File: config.mk
export PLATFORM = sky130hd
export DESIGN_NAME = pdu_imem_loader
export DESIGN_NICKNAME = d
export VERILOG_FILES = /design/src/rtl/pdu_imem_loader.sv
export SDC_FILE = /design/constraint.sdc
export NUM_CORES = 1
export LEC_CHECK = 0
export CORE_MARGIN = 3
export CORE_UTILIZATION = 45
export CTS_CLUSTER_SIZE = 12
export DETAILED_ROUTE_END_ITERATION = 8
export HOLD_SLACK_MARGIN = 0.06
export PLACE_DENSITY = 0.72
export SLEW_MARGIN = 20
export SYNTH_ARGS = -nofsm -noshare
export SYNTH_HDL_FRONTEND = slang
export SYNTH_SLANG_ARGS = --single-unit
export TNS_END_PERCENT = 5
File: constraint.sdc
create_clock -name sys_clk -period 5.1 [get_ports sys_clk]
set_input_delay 0.765 -clock sys_clk [delete_from_list [all_inputs] [get_ports sys_clk]]
set_output_delay 0.765 -clock sys_clk [all_outputs]
set_load 0.01 [all_outputs]
File: src/rtl/pdu_imem_loader.sv
// pdu_imem_loader: packs a little-endian byte stream into 32-bit IMEM word writes.
// Define PDU_IMEM_LOADER_CHECKSUM_EN to require a trailing 32-bit sum of the written words.
module pdu_imem_loader #(
  parameter int DEPTH = 12
) (
  input  logic             sys_clk,
  input  logic             sys_rstn,
  input  logic             load_start,
  input  logic [DEPTH-1:0] load_base,
  input  logic [DEPTH:0]   load_count,
  input  logic             load_abort,
  input  logic             rx_valid,
  input  logic [7:0]       rx_data,
  output logic             rx_ready,
  output logic             mem_we,
  output logic [DEPTH-1:0] mem_addr,
  output logic [31:0]      mem_wdata,
  output logic             busy,
  output logic             done,
  output logic             error
);

`ifdef PDU_IMEM_LOADER_CHECKSUM_EN
  typedef enum logic [2:0] {IDLE, RECV, WRITE, CHECK, DONE} state_t;
`else
  typedef enum logic [2:0] {IDLE, RECV, WRITE, DONE} state_t;
`endif

  state_t           state;
  state_t           state_next;
  logic [DEPTH-1:0] base_q;
  logic [DEPTH:0]   count_q;
  logic [DEPTH:0]   idx;
  logic [DEPTH:0]   idx_inc;
  logic [1:0]       byte_idx;
  logic [23:0]      shift;
  logic [31:0]      word;
  logic             accept;
  logic             last_byte;
  logic             aborting;
`ifdef PDU_IMEM_LOADER_CHECKSUM_EN
  logic [31:0]      sum;
`endif

  // The three earlier bytes sit in shift, so the incoming byte completes the word.
  assign word      = {rx_data, shift};
  assign idx_inc   = idx + 1'b1;
  assign aborting  = load_abort && (state != IDLE);
  assign busy      = (state != IDLE);
  assign accept    = rx_valid && rx_ready;
  assign last_byte = accept && (byte_idx == 2'd3);

  always_ff @(posedge sys_clk or negedge sys_rstn) begin
    if (!sys_rstn) state <= IDLE;
    else           state <= state_next;
  end

  always_comb begin
    state_next = state;
    rx_ready   = 1'b0;
    mem_we     = 1'b0;
    done       = 1'b0;
    case (state)
      IDLE: begin
        if (load_start) state_next = (load_count == '0) ? DONE : RECV;
      end
      RECV: begin
        rx_ready = 1'b1;
        if (rx_valid && (byte_idx == 2'd3)) state_next = WRITE;
      end
      WRITE: begin
        mem_we = 1'b1;
        if (idx_inc < count_q) state_next = RECV;
`ifdef PDU_IMEM_LOADER_CHECKSUM_EN
        else                   state_next = CHECK;
`else
        else                   state_next = DONE;
`endif
      end
`ifdef PDU_IMEM_LOADER_CHECKSUM_EN
      CHECK: begin
        rx_ready = 1'b1;
        if (rx_valid && (byte_idx == 2'd3)) state_next = (word == sum) ? DONE : IDLE;
      end
`endif
      DONE: begin
        done       = 1'b1;
        state_next = IDLE;
      end
      default: state_next = IDLE;
    endcase
    // Abort overrides any handshake, write strobe or completion in the same cycle.
    if (aborting) begin
      state_next = IDLE;
      rx_ready   = 1'b0;
      mem_we     = 1'b0;
      done       = 1'b0;
    end
  end

  always_ff @(posedge sys_clk or negedge sys_rstn) begin
    if (!sys_rstn) begin
      base_q    <= '0;
      count_q   <= '0;
      idx       <= '0;
      byte_idx  <= '0;
      shift     <= '0;
      mem_addr  <= '0;
      mem_wdata <= '0;
      error     <= 1'b0;
`ifdef PDU_IMEM_LOADER_CHECKSUM_EN
      sum       <= '0;
`endif
    end else if (aborting) begin
      error    <= 1'b1;
      byte_idx <= '0;
    end else begin
      if ((state == IDLE) && load_start) begin
        base_q   <= load_base;
        count_q  <= load_count;
        idx      <= '0;
        byte_idx <= '0;
        error    <= 1'b0;
`ifdef PDU_IMEM_LOADER_CHECKSUM_EN
        sum      <= '0;
`endif
      end
      if (accept) begin
        byte_idx <= byte_idx + 2'd1;
        shift    <= {rx_data, shift[23:8]};
      end
      // Address and data are registered one cycle ahead so they are stable while mem_we is high.
      if ((state == RECV) && last_byte) begin
        mem_addr  <= base_q + idx[DEPTH-1:0];
        mem_wdata <= word;
      end
      if (mem_we) begin
        idx <= idx_inc;
`ifdef PDU_IMEM_LOADER_CHECKSUM_EN
        sum <= sum + mem_wdata;
`endif
      end
`ifdef PDU_IMEM_LOADER_CHECKSUM_EN
      if ((state == CHECK) && last_byte && (word != sum)) error <= 1'b1;
`endif
    end
  end

endmodule

==> impl_metrics.toml <==
[outcome]
outcome = "complete, no violations"

[worst_hold_path]
min_path_type = "register to register"

[sta]
finalMaxSlewViolations = 0
rsz0062_at_grt = "false"
finalHoldViolCount = 0
worst_slew_pin_slew_ns = 0.842
setup_viol = 0
fmax_mhz = 297
skew_ns = 0.00591
post-route-period-util_pct = 66.0
maxSlewHeadroom_pct = 43.9
tns_ns = 0
min_period_ns = 3.37

[finish]
fillerInstances = 954
design_area_mm2 = 0.00649
final_common_cell = "dfrtp_1"
drive_above_1_share_pct = 15.1
final_cell_mix = "dfrtp_1 (111), clkdlybuf4s50_1 (85), nand2_1 (81)"
finalNetCount = 611
diodes = 0
utilization_pct = 58.4
syn2layout_area_growth_pct = 24.0

[worst_setup_path]
endpoint_kind = "primary output"
cp.required_ns = 4.34
path_class = "primary input to primary output"
cp_max_fo = 13
start_kind = "primary input"
cp.arrival_ns = 2.60

[global_route]
grt_pass1_vias = 3676
grt_pass1_wl_um = 18000
grtUsageTotal_pct = 17.3
antenna_found_initial = 0
grt_overflow = 0
grt_max_degree = 70

[routing]
antenna_left = 0
post-route-drc-count = 0
drt_iter0_drc = 158
firstDrtPassIters = 4
routed_wl_um = 10700
vias = 3671
viasPerCell = 5.31
wl_per_cell_um = 15.4

[synthesis]
synthAdderAreaFrac_pct = 6.60
ys_seq_area_share_pct = 53.1
synth-simple-area-share_pct = 11.5
synth_cell_type_count = 57
synth-xor-area-share_pct = 3.32
synth_top_family_by_area = "multiplexers"
synthMuxAreaShare_pct = 12.8
synth_compound_area_share_pct = 9.61
ys_warn_count = 0
synth_edf_count = 0
ys_ff_latch = 111
synthesis.nets = 527
synth_area_per_cell_um2 = 11.3
async_reset_ff_share_pct = 100
synth_cells = 462
synth_flop_cell = "dfrtp_1"
synth_area_mm2 = 0.00524

[power_and_ir_drop]
switching_share_pct = 31.6
power_frac_seq_pct = 47.5
p_leak_nw = 3.07
p_per_area_mw_per_mm2 = 408
p_int_mw = 1.81
p_comb_share_pct = 27.5
clkPwrFrac_pct = 24.9
peakVddDrop_v = 0.000263
p_sw_uw = 838

[clock_tree]
numCtsBuffers = 9
insertion_delay_ns = 0.35
cts_resized = 0
cts_tree = "yes"
cts.htree.levels = 3
clk_pin_slew_ns = 0.07
clock_sinks = 111
cts_buffer_depth = 2
post-cts-setup-buffers = 0
hold_buffers = 0
root_buffer = "clkbuf_16"

[floorplan]
die_w_um = 114
ios = 87
dieArea_mm2 = 0.0130
initial_core_util_pct = 47.1
core_mm2 = 0.0111
rows = 38
die_y_um = 114

[placement]
port_buffers = 86
hpwlAfterDp_um = 7750
place_area_mm2 = 0.00621
place_congestion = 0.820

[job]
cap_violations = 0
registers in the layout, summed over array words and instances, names as in the netlist, 2 cells and up:
register / count
idx: 13
mem_wdata: 32
mem_addr: 12
count_q: 13
shift: 24
base_q: 12
state: 2
byte_idx: 2
through the flow:
stage	std cells	total power, mW	worst slack (ns)	hold slack (ns)
4_1_cts	691	2.69	1.75	0.491
5_1_grt	691	2.84	1.67	0.513
3_5_place_dp	675	2.01	1.73	0.473
6_report	691	2.65	1.73	0.481
3_3_place_gp	675	1.97	1.79	0.462
2_1_floorplan	462	1.73	2.82	0.440
power groups by stage:
stage          combinational [mW]  clock (mW)  sequential (mW)
2_1_floorplan               0.488           0             1.25
3_3_place_gp                0.707           0             1.26
3_5_place_dp                0.733           0             1.28
4_1_cts                     0.742       0.682             1.26
5_1_grt                     0.828       0.715             1.30
6_report                    0.730       0.661             1.26
critical path: stages:
cell and delay [ns]:
clkdlybuf4s50_1 0.48, or3b_1 0.52, inv_2 0.24, clkdlybuf4s50_1 0.58
cell families (layout without fill, tap and decap cells):
logic type	Yosys count	after routing
buffers and inverters	36	125
and+or+nand+nor	128	128
AOI/OAI and AO/OA	81	81
adders and majority gates	27	27
muxes	60	60
xor gates and xnor gates	19	19
DFF	111	111
synthesized netlist by cell type (all sizes together) (3+ instances only):
cell type	number	share of area (%)
a21o	4	0.57
a21oi	16	1.5
a22o	7	1.2
a31oi	3	0.36
and2	3	0.43
and3	6	0.81
buf	12	1.3
clkbuf	4	0.29
dfrtp	111	53
ha	26	6.2
inv	20	1.4
mux2	57	12
mux2i	3	0.57
nand2	83	6.0
nand3	9	0.86
nand4	4	0.48
nor2	8	0.62
o21ai	31	3.0
o31ai	5	0.72
xnor2	15	2.7
xor2	4	0.67
layout make-up:
type                    count  area (um^2)  share of cell area [%]
flip-flops and latches    111         2780                    42.8
multi-input cells         315         2300                    35.5
repair buffers             89          881                    13.6
clock buffers              10          229                    3.53
well taps                 140          175                    2.70
inverters                  20         75.1                    1.16
clock inverters             6         51.3                   0.790
layer usage:
metal,global-route usage [%],part of all wire (%),vias to the layer above
li1,-,-,1802
met1,23.3,46,1795
met2,28.5,49,61
met3,2.55,3.0,13
met4,6.57,1.9,0
met5,0,0,-
path summary, 6_finish.rpt:
path / slack [ns] / depth (start not counted) / start / endpoint
min in group asynchronous: 0.51 / 1 / sys_rstn / count_q[1]
max: 1.73 / 4 / load_abort / mem_we
min: 0.48 / 2 / mem_addr[9] / mem_addr[9]
min reg2reg: 0.48 / 2 / mem_addr[9] / mem_addr[9]
max reg2reg: 2.47 / 10 / idx[2] / state[1]
max in group asynchronous: 3.53 / 2 / sys_rstn / mem_wdata[29]
(Power assumes the default switching activity.)
